### config.mk
export PLATFORM = sky130hd
export DESIGN_NAME = seven_seg_scan_ctrl
export DESIGN_NICKNAME = d
export VERILOG_FILES = /design/src/rtl/seven_seg_defs_pkg.sv /design/src/rtl/seven_seg_scan_timer.sv /design/src/rtl/seven_seg_scan_ctrl.sv
export SDC_FILE = /design/constraint.sdc
export NUM_CORES = 1
export LEC_CHECK = 0
export BUFFER_PORTS_ARGS = -buffer_cell sky130_fd_sc_hd__buf_2
export CORE_ASPECT_RATIO = 1.5
export CORE_MARGIN = 5
export CORE_UTILIZATION = 40
export CTS_BUF_LIST = sky130_fd_sc_hd__clkbuf_8
export CTS_CLUSTER_SIZE = 16
export DETAILED_ROUTE_END_ITERATION = 12
export MAX_ROUTING_LAYER = met4
export PLACE_DENSITY = 0.61
export RECOVER_POWER = 50
export REMOVE_ABC_BUFFERS = 1
export SLEW_MARGIN = 40
export SYNTH_ARGS = -nofsm -noshare
export SYNTH_HDL_FRONTEND = slang
export SYNTH_SLANG_ARGS = --single-unit
### constraint.sdc
create_clock -name clk -period 2.4 [get_ports clk]
set_input_delay 0.12 -clock clk [delete_from_list [all_inputs] [get_ports clk]]
set_output_delay 0.12 -clock clk [all_outputs]
set_load 0.01 [all_outputs]
### src/rtl/seven_seg_defs_pkg.sv
// seven_seg_defs_pkg: shared display definitions (scan states, nibble width, width helper)
package seven_seg_defs_pkg;
    localparam int NIB_W = 4;
    typedef enum logic {ST_BLANK = 1'b0, ST_DRIVE = 1'b1} scan_state_e;
    function automatic int clog2(input int v);
        int r;
        r = 0;
        while ((1 << r) < v) r++;
        return r;
    endfunction
endpackage

### src/rtl/seven_seg_scan_timer.sv
// seven_seg_scan_timer: per-slot cycle counter and digit index with explicit wrap
module seven_seg_scan_timer
    import seven_seg_defs_pkg::*;
#(
    parameter int NUM_DIGITS   = 4,
    parameter int REFRESH_DIV  = 1000,
    parameter int BLANK_CYCLES = 2,
    localparam int CW = clog2(REFRESH_DIV),
    localparam int IW = clog2(NUM_DIGITS)
) (
    input  logic          clk,
    input  logic          reset,
    output logic [IW-1:0] idx_o,
    output logic [IW-1:0] idx_nxt_o,
    output logic          slot_last_o,
    output logic          blank_last_o,
    output logic          pre_last_o,
    output logic          frame_wrap_o
);
    logic [CW-1:0] cnt_q, cnt_d;
    logic [IW-1:0] idx_q, idx_d;
    assign slot_last_o  = cnt_q == CW'(REFRESH_DIV - 1);
    assign blank_last_o = cnt_q == CW'(BLANK_CYCLES - 1);
    assign pre_last_o   = cnt_q == CW'(REFRESH_DIV - 2);
    assign frame_wrap_o = slot_last_o && idx_q == IW'(NUM_DIGITS - 1);
    assign idx_o        = idx_q;
    assign idx_nxt_o    = idx_d;
    always_comb begin
        cnt_d = slot_last_o ? '0 : cnt_q + 1'b1;
        idx_d = frame_wrap_o ? '0 : slot_last_o ? idx_q + 1'b1 : idx_q;
    end
    always_ff @(posedge clk) begin
        if (reset) begin
            cnt_q <= '0;
            idx_q <= '0;
        end else begin
            cnt_q <= cnt_d;
            idx_q <= idx_d;
        end
    end
endmodule

### src/rtl/seven_seg_scan_ctrl.sv
// seven_seg_scan_ctrl: multiplexed digit scanner with blanking, leading-zero suppression and tear-free updates
module seven_seg_scan_ctrl
    import seven_seg_defs_pkg::*;
#(
    parameter int NUM_DIGITS   = 4,
    parameter int REFRESH_DIV  = 1000,
    parameter int BLANK_CYCLES = 2
) (
    input  logic                          clk,
    input  logic                          reset,
    input  logic [NIB_W*NUM_DIGITS-1:0]   value,
    input  logic [NUM_DIGITS-1:0]         dots,
    input  logic                          load,
    input  logic                          lz_en,
    output logic [NIB_W-1:0]              hex_out,
    output logic                          dot_out,
    output logic [NUM_DIGITS-1:0]         digit_en,
    output logic                          frame_done
);
    localparam int IW = clog2(NUM_DIGITS);
    localparam int VW = NIB_W * NUM_DIGITS;
    scan_state_e           state_q, state_d;
    logic [IW-1:0]         idx, idx_nxt;
    logic                  slot_last, blank_last, pre_last, frame_wrap;
    logic [VW-1:0]         pend_val_q, shadow_val_q;
    logic [NUM_DIGITS-1:0] pend_dots_q, shadow_dots_q;
    logic [NUM_DIGITS-1:0] sup, digit_en_d;
    logic [NIB_W-1:0]      hex_d;
    logic                  zero_hi, on, dot_d, frame_done_d;

    seven_seg_scan_timer #(
        .NUM_DIGITS  (NUM_DIGITS),
        .REFRESH_DIV (REFRESH_DIV),
        .BLANK_CYCLES(BLANK_CYCLES)
    ) u_timer (
        .clk         (clk),
        .reset       (reset),
        .idx_o       (idx),
        .idx_nxt_o   (idx_nxt),
        .slot_last_o (slot_last),
        .blank_last_o(blank_last),
        .pre_last_o  (pre_last),
        .frame_wrap_o(frame_wrap)
    );

    // A digit is blanked when it and every more-significant nibble are zero and it carries no dot
    always_comb begin
        zero_hi = 1'b1;
        sup     = '0;
        for (int i = NUM_DIGITS - 1; i > 0; i--) begin
            zero_hi = zero_hi && shadow_val_q[i*NIB_W +: NIB_W] == '0;
            sup[i]  = lz_en && zero_hi && !shadow_dots_q[i];
        end
    end

    // Outputs are computed from next-cycle state so they switch on the same edge as state/idx
    always_comb begin
        state_d      = state_q == ST_BLANK ? (blank_last ? ST_DRIVE : ST_BLANK)
                                           : (slot_last ? ST_BLANK : ST_DRIVE);
        on           = state_d == ST_DRIVE && !sup[idx_nxt];
        digit_en_d   = on ? NUM_DIGITS'(1) << idx_nxt : '0;
        hex_d        = on ? shadow_val_q[idx_nxt*NIB_W +: NIB_W] : '0;
        dot_d        = on && shadow_dots_q[idx_nxt];
        frame_done_d = pre_last && idx == IW'(NUM_DIGITS - 1);
    end

    always_ff @(posedge clk) begin
        if (reset) begin
            state_q       <= ST_BLANK;
            pend_val_q    <= '0;
            pend_dots_q   <= '0;
            shadow_val_q  <= '0;
            shadow_dots_q <= '0;
            hex_out       <= '0;
            dot_out       <= 1'b0;
            digit_en      <= '0;
            frame_done    <= 1'b0;
        end else begin
            state_q    <= state_d;
            hex_out    <= hex_d;
            dot_out    <= dot_d;
            digit_en   <= digit_en_d;
            frame_done <= frame_done_d;
            if (load) begin
                pend_val_q  <= value;
                pend_dots_q <= dots;
            end
            if (frame_wrap) begin
                shadow_val_q  <= load ? value : pend_val_q;
                shadow_dots_q <= load ? dots : pend_dots_q;
            end
        end
    end
endmodule

==> run summary, run 1 <==
- setup repair after global routing missed its margin: false
- remaining max-slew budget at the tightest pin: 7.68%
- dominant synthesized flop cell: sky130_fd_sc_hd__dfxtp_1
- critical path endpoint category: flip-flop
- most used standard cells in the synthesized netlist: 63 x sky130_fd_sc_hd__dfxtp_1, 53 x sky130_fd_sc_hd__nor2_1, 20 x sky130_fd_sc_hd__a211oi_1, 20 x sky130_fd_sc_hd__mux2i_1, 12 x sky130_fd_sc_hd__clkbuf_1
- clock-pin slew of the registers on the worst-case setup and hold paths: 0.06 ns
- Sequential Area: 0.00126 mm^2
- antenna violation net count after detailed routing: 0
- dominant cell type by area after synthesis: sky130_fd_sc_hd__dfxtp_1
- cell at the root of the clock tree: sky130_fd_sc_hd__clkbuf_8
- cell area after layout: 0.00292 mm^2
- Post-Place Cell Area: 0.00277 mm^2
- area occupied by multi-input gates: 0.00119 mm^2
- synthesized-area fraction occupied by ao, oa, aoi and oai cells: 9.39%
- kind of critical path: flip-flop to flip-flop
- vias in the first global route: 1839
- maximum level of the CTS H-tree: 3
- total clock buffers created by CTS: 9
- critical path arrival: 2.34 ns
- post-layout net count: 308
- maximum fanout along the worst path: 9
- DR iter-0 viols: 55
- fraction of synthesized cell area in xor and xnor cells: 2.09%
- number of DRC violations after detailed routing: 0
- post-synth design cell area: 0.00252 mm^2
- count of non-filler cells in the finished layout: 358
- half-perimeter wire length after detailed placement: 3710 um
- leakage: 1.15 nW
- maximum number of pins on one net before global-route repair: 41
- number of distinct library cells after synthesis: 43
- sequential share of the synthesized area: 50.1%
- fraction of the mapped netlist area in simple logic gates: 20.0%
- GRT Residual Overflow: 0
- final worst clock skew: 0.00993 ns
- clock latency reported for the late side of the worst-skew pair: 0.34 ns
- number of instances in the synthesized netlist: 243
- drt wl/cell: 14.0 um
- global-route wire length before repair: 8460 um
- adder and majority cell fraction of the synthesized area: 1.99%
- total length of routed wires: 5000 um
- required time of the critical path: 2.61 ns
- die height: 107 um
- initial cell density of the core: 41.1%
- fraction of layout cells with a size suffix above 1: 20.1%
- number of buffers inserted to repair setup after CTS: 0
- Final Util: 47.6%
- final setup violation count: 0
- cts hold-fix bufs: 0
- result of the run: complete, no violations
- final hold violations: 0
- maximum buffer depth of the clock tree: 2
- Row Count: 35
- classification of the worst-slack hold path: primary input to flip-flop
- number of synthesized flops with an enable pin: 0
- via count of the routed design: 1827
- antenna violations before repair: 0
- final-report max-slew violation count: 0
- global routing usage summed across all routing layers: 14.4%
- combinational family with the most area after synthesis: simple AND/OR/NAND/NOR gates
- Ports: 34
- cell types occupying the most area after synthesis: sky130_fd_sc_hd__dfxtp_1 50%, sky130_fd_sc_hd__mux2i_1 7.9%, sky130_fd_sc_hd__nor2_1 7.9%
- Worst Hold Margin: 0.0501 ns
- die area: 0.00802 mm^2
- FF+latch count, synth: 63
- Worst Slack Setup Final: 0.273 ns
- Synth Area per Inst: 10.4 um^2
- Area Overhead vs Synth: 15.8%
- slew at the pin closest to its max-slew limit: 1.38 ns
- Yosys top cell area share: 50.1%
- final period utilization: 88.6%
- maximum capacitance violations: 0
- power density relative to cell area: 673 mW/mm^2
- Synthesis Warnings: 0
- global placer's final weighted congestion: 0.813
- sinks on the clock net: 63
- area of the placeable core: 0.00613 mm^2
- chip width: 74.8 um
- number of gates resized after CTS: 0
- largest voltage drop on the vdd net: 0.000319 V
- time the worst path needs with I/O delays and setup: 2.13 ns
- setup slack at placement: 0.263 ns
- count of fill cells added during filler insertion: 613
- clock tree from TritonCTS: done
- ys async rst share: 0%
- PortBufs: 33
- maximum frequency from static timing analysis: 470 MHz
- mux share of post-synthesis cell area: 13.8%
- type of element launching the critical path: flip-flop
- first-pass iteration count of the detailed router: 4
- diode count: 0
- most frequent cell after synthesis: sky130_fd_sc_hd__dfxtp_1
- Vias/cell: 5.10
- post-placement cell count: 343
sequential cells by signal, indices dropped and copies added, names as in the netlist, 2 cells and up:
name and count:
u_timer.idx_o 2, pend_dots_q 4, shadow_val_q 16, shadow_dots_q 4
u_timer.cnt_q 10, digit_en 4, hex_out 4, pend_val_q 16
final timing paths:
path                                from                         to  slack [ns]  cells after the start
max          u_timer.cnt_q[0]$_SDFF_PP0_      hex_out[0]$_SDFF_PP0_        0.27                      6
min                            value[11]  pend_val_q[11]$_SDFF_PP0_        0.05                      3
min reg2reg     pend_val_q[0]$_SDFF_PP0_   pend_val_q[0]$_SDFF_PP0_        0.49                      2
max reg2reg  u_timer.cnt_q[0]$_SDFF_PP0_      hex_out[0]$_SDFF_PP0_        0.27                      6
power by group:
group	internal [mW]	switching [mW]	leakage [nW]	total, mW
clock network	0.387	0.377	0.0891	0.764
logic	0.0486	0.0649	0.545	0.113
registers	1.07	0.0124	0.512	1.09
total	1.51	0.454	1.15	1.96
logic make-up (layout without fill, tap and decap cells):
kind of cell / Yosys count / after routing
AOI/OAI and AO/OA: 31 / 31
xor gates and xnor gates: 6 / 6
adders and majority gates: 4 / 4
buffers and inverters: 18 / 59
DFF: 63 / 63
muxes: 27 / 27
and+or+nand+nor: 94 / 94
metal layers:
| layer | GRT usage [%] | vias up | share of wire (%) |
|---|---|---|---|
| li1 | - | 938 | - |
| met1 | 16.2 | 836 | 42 |
| met2 | 22.7 | 45 | 51 |
| met3 | 5.44 | 8 | 4.8 |
| met4 | 5.73 | 0 | 1.7 |
| met5 | - | - | 0 |
layout by cell type, fill, tap and decap left out, types with 5 or more instances in the layout:
cell	count
sky130_fd_sc_hd__dfxtp_1	63
sky130_fd_sc_hd__nor2_1	52
sky130_fd_sc_hd__buf_2	22
sky130_fd_sc_hd__mux2i_1	20
sky130_fd_sc_hd__a211oi_1	20
sky130_fd_sc_hd__clkbuf_1	13
sky130_fd_sc_hd__clkbuf_8	10
sky130_fd_sc_hd__inv_1	6
sky130_fd_sc_hd__nor4_1	5
sky130_fd_sc_hd__mux4_2	5
sky130_fd_sc_hd__nor3b_1	5
worst max-delay path, stage by stage, from the launching register on:
cell and delay, ns:
sky130_fd_sc_hd__dfxtp_1 0.42, sky130_fd_sc_hd__ha_1 0.19, sky130_fd_sc_hd__inv_1 0.06, sky130_fd_sc_hd__o31a_1 0.35, sky130_fd_sc_hd__nor2_4 0.30, sky130_fd_sc_hd__mux4_2 0.53
sky130_fd_sc_hd__nor3b_1 0.15
cell type report:
type | count | share of cell area (%)
flip-flops and latches | 63 | 43.2
well taps | 74 | 3.17
multi-input cells | 162 | 40.8
inverters | 5 | 0.644
repair buffers | 39 | 6.48
clock inverters | 5 | 0.901
clock buffers | 10 | 4.72
through the flow:
stage	TNS, ns	power (mW)
after detailed placement	0	1.23
final	0	1.96
after global routing	0	2.06
after floorplan	-1.04	1.17
after global placement	0	1.22
after CTS	0	2.00
No activity file was read; power rests on OpenSTA's default activity.
==> run 2, diff against run 1 <==
- ABC_AREA: unset -> 1
- CORE_UTILIZATION: 40 -> 50
- PLACE_DENSITY: 0.61 -> 0.72
==> run summary, run 2 <==
- result of the run: complete, no violations, unchanged
- Hold Path Depth: 5, was 3
- half-perimeter wire length after detailed placement: 4250 um, was 3710 um
- diode count: 0, unchanged
- fraction of layout cells with a size suffix above 1: 12.8%, was 20.1%
- maximum number of pins on one net before global-route repair: 41, unchanged
- Area Overhead vs Synth: 15.0%, was 15.8%
- number of synthesized flops with an enable pin: 0, unchanged
- commonest cells after routing, fill and taps aside: 86 x sky130_fd_sc_hd__inv_1, 63 x sky130_fd_sc_hd__dfxtp_1, 52 x sky130_fd_sc_hd__nand2_1, was 63 x sky130_fd_sc_hd__dfxtp_1, 52 x sky130_fd_sc_hd__nor2_1, 22 x sky130_fd_sc_hd__buf_2
- GRT Residual Overflow: 0, unchanged
- leakage: 1.56 nW, was 1.15 nW
- most used standard cells in the synthesized netlist: 84 x sky130_fd_sc_hd__inv_1, 63 x sky130_fd_sc_hd__dfxtp_1, 52 x sky130_fd_sc_hd__nand2_1, was 63 x sky130_fd_sc_hd__dfxtp_1, 53 x sky130_fd_sc_hd__nor2_1, 20 x sky130_fd_sc_hd__a211oi_1, 20 x sky130_fd_sc_hd__mux2i_1, 12 x sky130_fd_sc_hd__clkbuf_1
- clock latency reported for the late side of the worst-skew pair: 0.34 ns, about the same
- clock tree from TritonCTS: done, unchanged
- type of element launching the critical path: flip-flop, unchanged
- drt wl/cell: 11.4 um, was 14.0 um
- part of the power in registers: 48.2%, was 55.3%
- vias in the first global route: 2337, was 1839
- PortBufs: 33, unchanged
- combinational family with the most area after synthesis: simple AND/OR/NAND/NOR gates, unchanged
- power density relative to cell area: 697 mW/mm^2, was 673 mW/mm^2
- maximum fanout along the worst path: 7, was 9
- classification of the worst-slack hold path: primary input to flip-flop, unchanged
- post-layout net count: 461, was 308
- final period utilization: 83.0%, was 88.6%
- Row Count: 33, was 35
- critical path arrival: 2.23 ns, was 2.34 ns
- Vias/cell: 4.83, was 5.10
- initial cell density of the core: 51.2%, was 41.1%
- final worst clock skew: 0.00751 ns, was 0.00993 ns
- ys async rst share: 0%, unchanged
- synthesized-area fraction occupied by ao, oa, aoi and oai cells: 12.1%, was 9.39%
- adder and majority cell fraction of the synthesized area: 1.78%, was 1.99%
- fraction of the mapped netlist area in simple logic gates: 27.6%, was 20.0%
- Slowest-stage cell, CP: sky130_fd_sc_hd__nor2_1, was sky130_fd_sc_hd__mux4_2
- total clock buffers created by CTS: 9, unchanged
- number of instances in the synthesized netlist: 399, was 243
- first-pass iteration count of the detailed router: 4, unchanged
- required time of the critical path: 2.63 ns, was 2.61 ns
- sum of negative setup slack: 0 ns, unchanged
- antenna violations before repair: 0, unchanged
- critical path endpoint category: flip-flop, unchanged
- die area: 0.00726 mm^2, was 0.00802 mm^2
- most frequent standard cell in the layout excluding fill and tap cells: sky130_fd_sc_hd__inv_1, was sky130_fd_sc_hd__dfxtp_1
- kind of critical path: flip-flop to flip-flop, unchanged
- largest registers: pend_val_q: 16 flops, shadow_val_q: 16 flops, u_timer.cnt_q: 10 flops, unchanged
- sequential share of the synthesized area: 44.8%, was 50.1%
- clock share of power: 45.6%, was 38.9%
- logic gate share of total power: 6.1%, was 5.8%
- Synth Area per Inst: 7.05 um^2, was 10.4 um^2
- die height: 102 um, was 107 um
- global-route wire length before repair: 10000 um, was 8460 um
- internal portion of total power: 1.76 mW, was 1.51 mW
- sinks on the clock net: 63, unchanged
- cell type with the highest occurrence count on the critical path: sky130_fd_sc_hd__nor2_1
- maximum level of the CTS H-tree: 3, unchanged
- Synthesis Warnings: 0, unchanged
- cts hold-fix bufs: 0, unchanged
- maximum capacitance violations: 0, unchanged
- most frequent cell after synthesis: sky130_fd_sc_hd__inv_1, was sky130_fd_sc_hd__dfxtp_1
- cell types occupying the most area after synthesis: sky130_fd_sc_hd__dfxtp_1 45%, sky130_fd_sc_hd__inv_1 11%, sky130_fd_sc_hd__o21ai_0 7.3%, was sky130_fd_sc_hd__dfxtp_1 50%, sky130_fd_sc_hd__mux2i_1 7.9%, sky130_fd_sc_hd__nor2_1 7.9%
- final hold violations: 0, unchanged
- time the worst path needs with I/O delays and setup: 1.99 ns, was 2.13 ns
- switching pwr: 494 uW, was 454 uW
- series of cell instances along the critical path: nand2_2 -> nor2_1 -> nand3_1 -> nand2_4 -> nand3_1 -> nor2_1 -> nor2_2 -> nand2_2 -> nor2_1, was ha_1 -> inv_1 -> o31a_1 -> nor2_4 -> mux4_2 -> nor3b_1
- total length of routed wires: 5810 um, was 5000 um
- number of buffers inserted to repair setup after CTS: 0, unchanged
- via count of the routed design: 2454, was 1827
- remaining max-slew budget at the tightest pin: 9.20%, was 7.68%
- dominant synthesized flop cell: sky130_fd_sc_hd__dfxtp_1, unchanged
- dominant cell type by area after synthesis: sky130_fd_sc_hd__dfxtp_1, unchanged
- setup slack at placement: 0.570 ns, was 0.263 ns
- Ports: 34, unchanged
- Worst Slack Setup Final: 0.408 ns, was 0.273 ns
- clock-pin slew of the registers on the worst-case setup and hold paths: 0.07 ns, was 0.06 ns
- switching part of the total power: 21.9%, was 23.1%
- global routing usage summed across all routing layers: 18.1%, was 14.4%
- largest voltage drop on the vdd net: 0.000367 V, was 0.000319 V
- mux share of post-synthesis cell area: 0%, was 13.8%
- cell at the root of the clock tree: sky130_fd_sc_hd__clkbuf_8, unchanged
- number of distinct library cells after synthesis: 27, was 43
- fraction of synthesized cell area in xor and xnor cells: 0.311%, was 2.09%
- number of gates resized after CTS: 0, unchanged
- final-report max-slew violation count: 0, unchanged
- slowest cell delay on critical path: 0.40 ns, was 0.53 ns
- maximum buffer depth of the clock tree: 2, unchanged
- setup repair after global routing missed its margin: false, unchanged
- FF+latch count, synth: 63, unchanged
- global placer's final weighted congestion: 0.924, was 0.813
- antenna violation net count after detailed routing: 0, unchanged
- slew at the pin closest to its max-slew limit: 1.36 ns, was 1.38 ns
- post-synth design cell area: 0.00281 mm^2, was 0.00252 mm^2
- Yosys top cell area share: 44.8%, was 50.1%
- maximum frequency from static timing analysis: 502 MHz, was 470 MHz
- chip width: 71.3 um, was 74.8 um
- number of DRC violations after detailed routing: 0, unchanged
- area of the placeable core: 0.00549 mm^2, was 0.00613 mm^2
- DR iter-0 viols: 127, was 55
- worst reg-to-reg path cell count: 9, was 6
- final setup violation count: 0, unchanged
[run 2: cell types whose count changed after synthesis, moves of 20 or more]
cell | previous run | this run
sky130_fd_sc_hd__mux2i_1 | 20 | 0
sky130_fd_sc_hd__a211oi_1 | 20 | 0
sky130_fd_sc_hd__inv_1 | 5 | 84
sky130_fd_sc_hd__o21ai_0 | 2 | 41
sky130_fd_sc_hd__nand2_1 | 3 | 52
sky130_fd_sc_hd__nand3_1 | 4 | 35
sky130_fd_sc_hd__a21oi_1 | 2 | 24
[run 2: path summary, 6_finish.rpt]
kind | startpoint | end | slack, ns
worst min register to register | shadow_dots_q[0]$_SDFFE_PP0P_ | shadow_dots_q[0]$_SDFFE_PP0P_ | 0.46
worst max-delay path | u_timer.cnt_q[5]$_SDFF_PP0_ | hex_out[2]$_SDFF_PP0_ | 0.41
worst max register to register | u_timer.cnt_q[5]$_SDFF_PP0_ | hex_out[2]$_SDFF_PP0_ | 0.41
worst min-delay path | value[12] | pend_val_q[12]$_SDFF_PP0_ | 0.13
[run 2: final cells by class]
| cell class | instances | area, um^2 |
|---|---|---|
| Tap cell | 70 | 87.6 |
| Clock buffer | 11 | 151 |
| Inverter | 86 | 325 |
| Multi-Input combinational cell | 237 | 1160 |
| Fill cell | 542 | 2250 |
| Clock inverter | 5 | 72.6 |
| Timing Repair Buffer | 36 | 174 |
| Sequential cell | 63 | 1260 |
[run 2: power groups by stage]
stage	clock network [mW]	logic [mW]	registers [mW]
2_1_floorplan	0	0.0857	1.11
3_3_place_gp	0	0.139	1.11
3_5_place_dp	0	0.141	1.11
4_1_cts	1.04	0.142	1.09
5_1_grt	1.09	0.164	1.09
6_report	1.03	0.139	1.09
[run 2: cells by family after synthesis]
family / Yosys count
AOI/OAI and AO/OA: 67
DFF: 63
and+or+nand+nor: 165
adders and majority gates: 4
xor gates and xnor gates: 1
buffers and inverters: 99
[run 2: critical path: cells and delay by family (launching register included)]
| family | cells | cell delay, ns |
|---|---|---|
| DFF | 1 | 0.39 |
| and+or+nand+nor | 9 | 1.48 |
[run 2: layer usage]
layer	vias up	global-route usage [%]	share of wire, %
li1	1302	-	-
met1	1088	18.8	42
met2	44	30.6	49
met3	20	4.53	4.4
met4	0	10.7	3.7
met5	-	-	0
[run 2: through the flow]
| step | instances | instance area, um^2 | utilization, % | power [mW] | hold slack, ns |
|---|---|---|---|---|---|
| 6_report | 508 | 3240 | 58.9 | 2.26 | 0.130 |
| 5_1_grt | 508 | 3240 | 58.9 | 2.35 | 0.127 |
| 4_1_cts | 508 | 3260 | 59.4 | 2.27 | 0.124 |
| 3_5_place_dp | 492 | 3040 | 55.3 | 1.25 | 0.452 |
| 3_3_place_gp | 492 | 3040 | 55.3 | 1.25 | 0.452 |
| 2_1_floorplan | 386 | 2760 | - | 1.20 | 0.192 |
==> run 3, diff against run 2 <==
- clock period: 2.4 -> 1.9 ns (I/O delays scaled with it)
==> run summary, run 3 (same netlist as run 2, synthesis figures left out) <==
- result of the run: complete, no violations, unchanged
- Area Overhead vs Synth: 15.0%, about the same
- Row Count: 33, unchanged
- switching pwr: 646 uW, was 494 uW
- antenna violation net count after detailed routing: 0, unchanged
- Worst Hold Margin: 0.0940 ns, was 0.130 ns
- clock latency reported for the late side of the worst-skew pair: 0.35 ns, was 0.34 ns
- first-pass iteration count of the detailed router: 4, unchanged
- internal portion of total power: 2.06 mW, was 1.76 mW
- fraction of layout cells with a size suffix above 1: 13.7%, was 12.8%
- worst reg-to-reg path cell count: 10, was 9
- global-route wire length before repair: 9610 um, was 10000 um
- global placer's final weighted congestion: 0.866, was 0.924
- cell area after layout: 0.00324 mm^2, about the same
- final setup violation count: 0, unchanged
- Post-Place Cell Area: 0.00305 mm^2, was 0.00304 mm^2
- PortBufs: 33, unchanged
- total length of routed wires: 5550 um, was 5810 um
- half-perimeter wire length after detailed placement: 4170 um, was 4250 um
- maximum number of pins on one net before global-route repair: 41, unchanged
- part of the power in registers: 50.8%, was 48.2%
- drt wl/cell: 10.9 um, was 11.4 um
- chip width: 71.3 um, unchanged
- final hold violations: 0, unchanged
- count of fill cells added during filler insertion: 529, was 542
- global routing usage summed across all routing layers: 17.4%, was 18.1%
- clock tree from TritonCTS: done, unchanged
- logic gate share of total power: 6.5%, was 6.1%
- last element of the critical path: dot_out$_SDFF_PP0_, was hex_out[2]$_SDFF_PP0_
- switching part of the total power: 23.9%, was 21.9%
- critical path endpoint category: flip-flop, unchanged
- number of DRC violations after detailed routing: 0, unchanged
- required time of the critical path: 2.14 ns, was 2.63 ns
- Ports: 34, unchanged
- die area: 0.00726 mm^2, unchanged
- final period utilization: 89.4%, was 83.0%
- largest registers: pend_val_q: 16 flops, shadow_val_q: 16 flops, u_timer.cnt_q: 10 flops, unchanged
- Hold Path Depth: 5, unchanged
- post-layout net count: 462, was 461
- initial cell density of the core: 51.2%, unchanged
- Sequential Area: 0.00126 mm^2, unchanged
- slack of the worst reg-to-reg path: 0.20 ns, was 0.41 ns
- area of the placeable core: 0.00549 mm^2, unchanged
- die height: 102 um, unchanged
- maximum capacitance violations: 0, unchanged
- DR iter-0 viols: 92, was 127
- vias in the first global route: 2229, was 2337
- classification of the worst-slack hold path: primary input to flip-flop, unchanged
- final-report max-slew violation count: 0, unchanged
- CP Launch Point: u_timer.cnt_q[0]$_SDFF_PP0_, was u_timer.cnt_q[5]$_SDFF_PP0_
- sinks on the clock net: 63, unchanged
- launch instance of the worst register-to-register path: u_timer.cnt_q[0]$_SDFF_PP0_, was u_timer.cnt_q[5]$_SDFF_PP0_
- largest voltage drop on the vdd net: 0.000615 V, was 0.000367 V
- clock-pin slew of the registers on the worst-case setup and hold paths: 0.07 ns, about the same
- diode count: 0, unchanged
- number of buffers inserted to repair setup after CTS: 0, unchanged
- commonest cells after routing, fill and taps aside: 84 x sky130_fd_sc_hd__inv_1, 63 x sky130_fd_sc_hd__dfxtp_1, 53 x sky130_fd_sc_hd__nand2_1, was 86 x sky130_fd_sc_hd__inv_1, 63 x sky130_fd_sc_hd__dfxtp_1, 52 x sky130_fd_sc_hd__nand2_1
- kind of critical path: flip-flop to flip-flop, unchanged
- endpoint of the lowest-slack register-to-register path: dot_out$_SDFF_PP0_, was hex_out[2]$_SDFF_PP0_
- type of element launching the critical path: flip-flop, unchanged
- via count of the routed design: 2421, was 2454
- time the worst path needs with I/O delays and setup: 1.70 ns, was 1.99 ns
- total clock buffers created by CTS: 9, unchanged
- maximum fanout along the worst path: 7, unchanged
- clock share of power: 42.7%, was 45.6%
- cell at the root of the clock tree: sky130_fd_sc_hd__clkbuf_8, unchanged
- maximum level of the CTS H-tree: 3, unchanged
- antenna violations before repair: 0, unchanged
- maximum buffer depth of the clock tree: 2, unchanged
- area occupied by multi-input gates: 0.00118 mm^2, was 0.00116 mm^2
- maximum frequency from static timing analysis: 588 MHz, was 502 MHz
- leakage: 1.54 nW, was 1.56 nW
- setup repair after global routing missed its margin: false, unchanged
- critical path arrival: 1.94 ns, was 2.23 ns
- slew at the pin closest to its max-slew limit: 1.33 ns, was 1.36 ns
- remaining max-slew budget at the tightest pin: 11.5%, was 9.20%
- GRT Residual Overflow: 0, unchanged
- final worst clock skew: 0.0106 ns, was 0.00751 ns
- Vias/cell: 4.76, was 4.83
- most frequent standard cell in the layout excluding fill and tap cells: sky130_fd_sc_hd__inv_1, unchanged
- power density relative to cell area: 837 mW/mm^2, was 697 mW/mm^2
## run 3: what timing repair did
action                                  CTS  global route
endpoints found under the setup margin    0            11
gates resized for setup                   0             2
endpoints found under the hold margin     0             0
hold buffers                              0             0
## run 3: power by group through the flow
stage / logic, mW / clock network, mW / registers, mW
5_1_grt: 0.209 / 1.25 / 1.38
2_1_floorplan: 0.108 / 0 / 1.40
3_3_place_gp: 0.176 / 0 / 1.40
6_report: 0.177 / 1.16 / 1.37
4_1_cts: 0.180 / 1.17 / 1.37
3_5_place_dp: 0.179 / 0 / 1.40
## run 3: worst min-delay path by stage
stage	from	to	slack, ns
floorplan	reset	pend_dots_q[0]$_SDFF_PP0_	0.17
global placement	shadow_dots_q[0]$_SDFFE_PP0P_	shadow_dots_q[0]$_SDFFE_PP0P_	0.44
detailed placement	value[6]	pend_val_q[6]$_SDFF_PP0_	0.45
CTS	value[6]	pend_val_q[6]$_SDFF_PP0_	0.08
global route	value[8]	pend_val_q[8]$_SDFF_PP0_	0.11
finish	value[6]	pend_val_q[6]$_SDFF_PP0_	0.09
## run 3: worst max-delay path, stage by stage (launching register included)
cell	delay (ns)
sky130_fd_sc_hd__dfxtp_1	0.45
sky130_fd_sc_hd__ha_4	0.20
sky130_fd_sc_hd__inv_2	0.05
sky130_fd_sc_hd__nor3_4	0.21
sky130_fd_sc_hd__nand3_2	0.16
sky130_fd_sc_hd__nand2_2	0.16
sky130_fd_sc_hd__nand2_1	0.07
sky130_fd_sc_hd__nand2_1	0.08
sky130_fd_sc_hd__nand2_1	0.06
sky130_fd_sc_hd__nand2_2	0.10
sky130_fd_sc_hd__nor2_1	0.04
## run 3: routing by layer
layer / track usage [%] / share of wire, % / vias up / wire length, um
li1: - / - / 1308 / -
met1: 18.9 / 43 / 1055 / 2370
met2: 27.6 / 48 / 39 / 2670
met3: 5.61 / 4.9 / 19 / 272
met4: 10.3 / 4.2 / 0 / 233
met5: - / 0 / - / 0
## run 3: area by class of cell
class                   instances  area share (%)
clock buffers                  10            4.25
clock inverters                 6            1.86
well taps                      70            2.71
inverters                      86            10.1
repair buffers                 37            5.61
flip-flops and latches         63            39.0
multi-input cells             237            36.5
## run 3: per-stage QoR
stage	setup TNS [ns]	utilization [%]	total power, mW	std cells	setup WS (ns)
2_1_floorplan	-4.44	-	1.51	386	-0.222
3_3_place_gp	0	55.5	1.58	493	0.190
3_5_place_dp	0	55.5	1.58	493	0.126
4_1_cts	0	59.1	2.73	509	0.0964
5_1_grt	0	58.9	2.83	509	0.0136
6_report	0	58.9	2.71	509	0.201
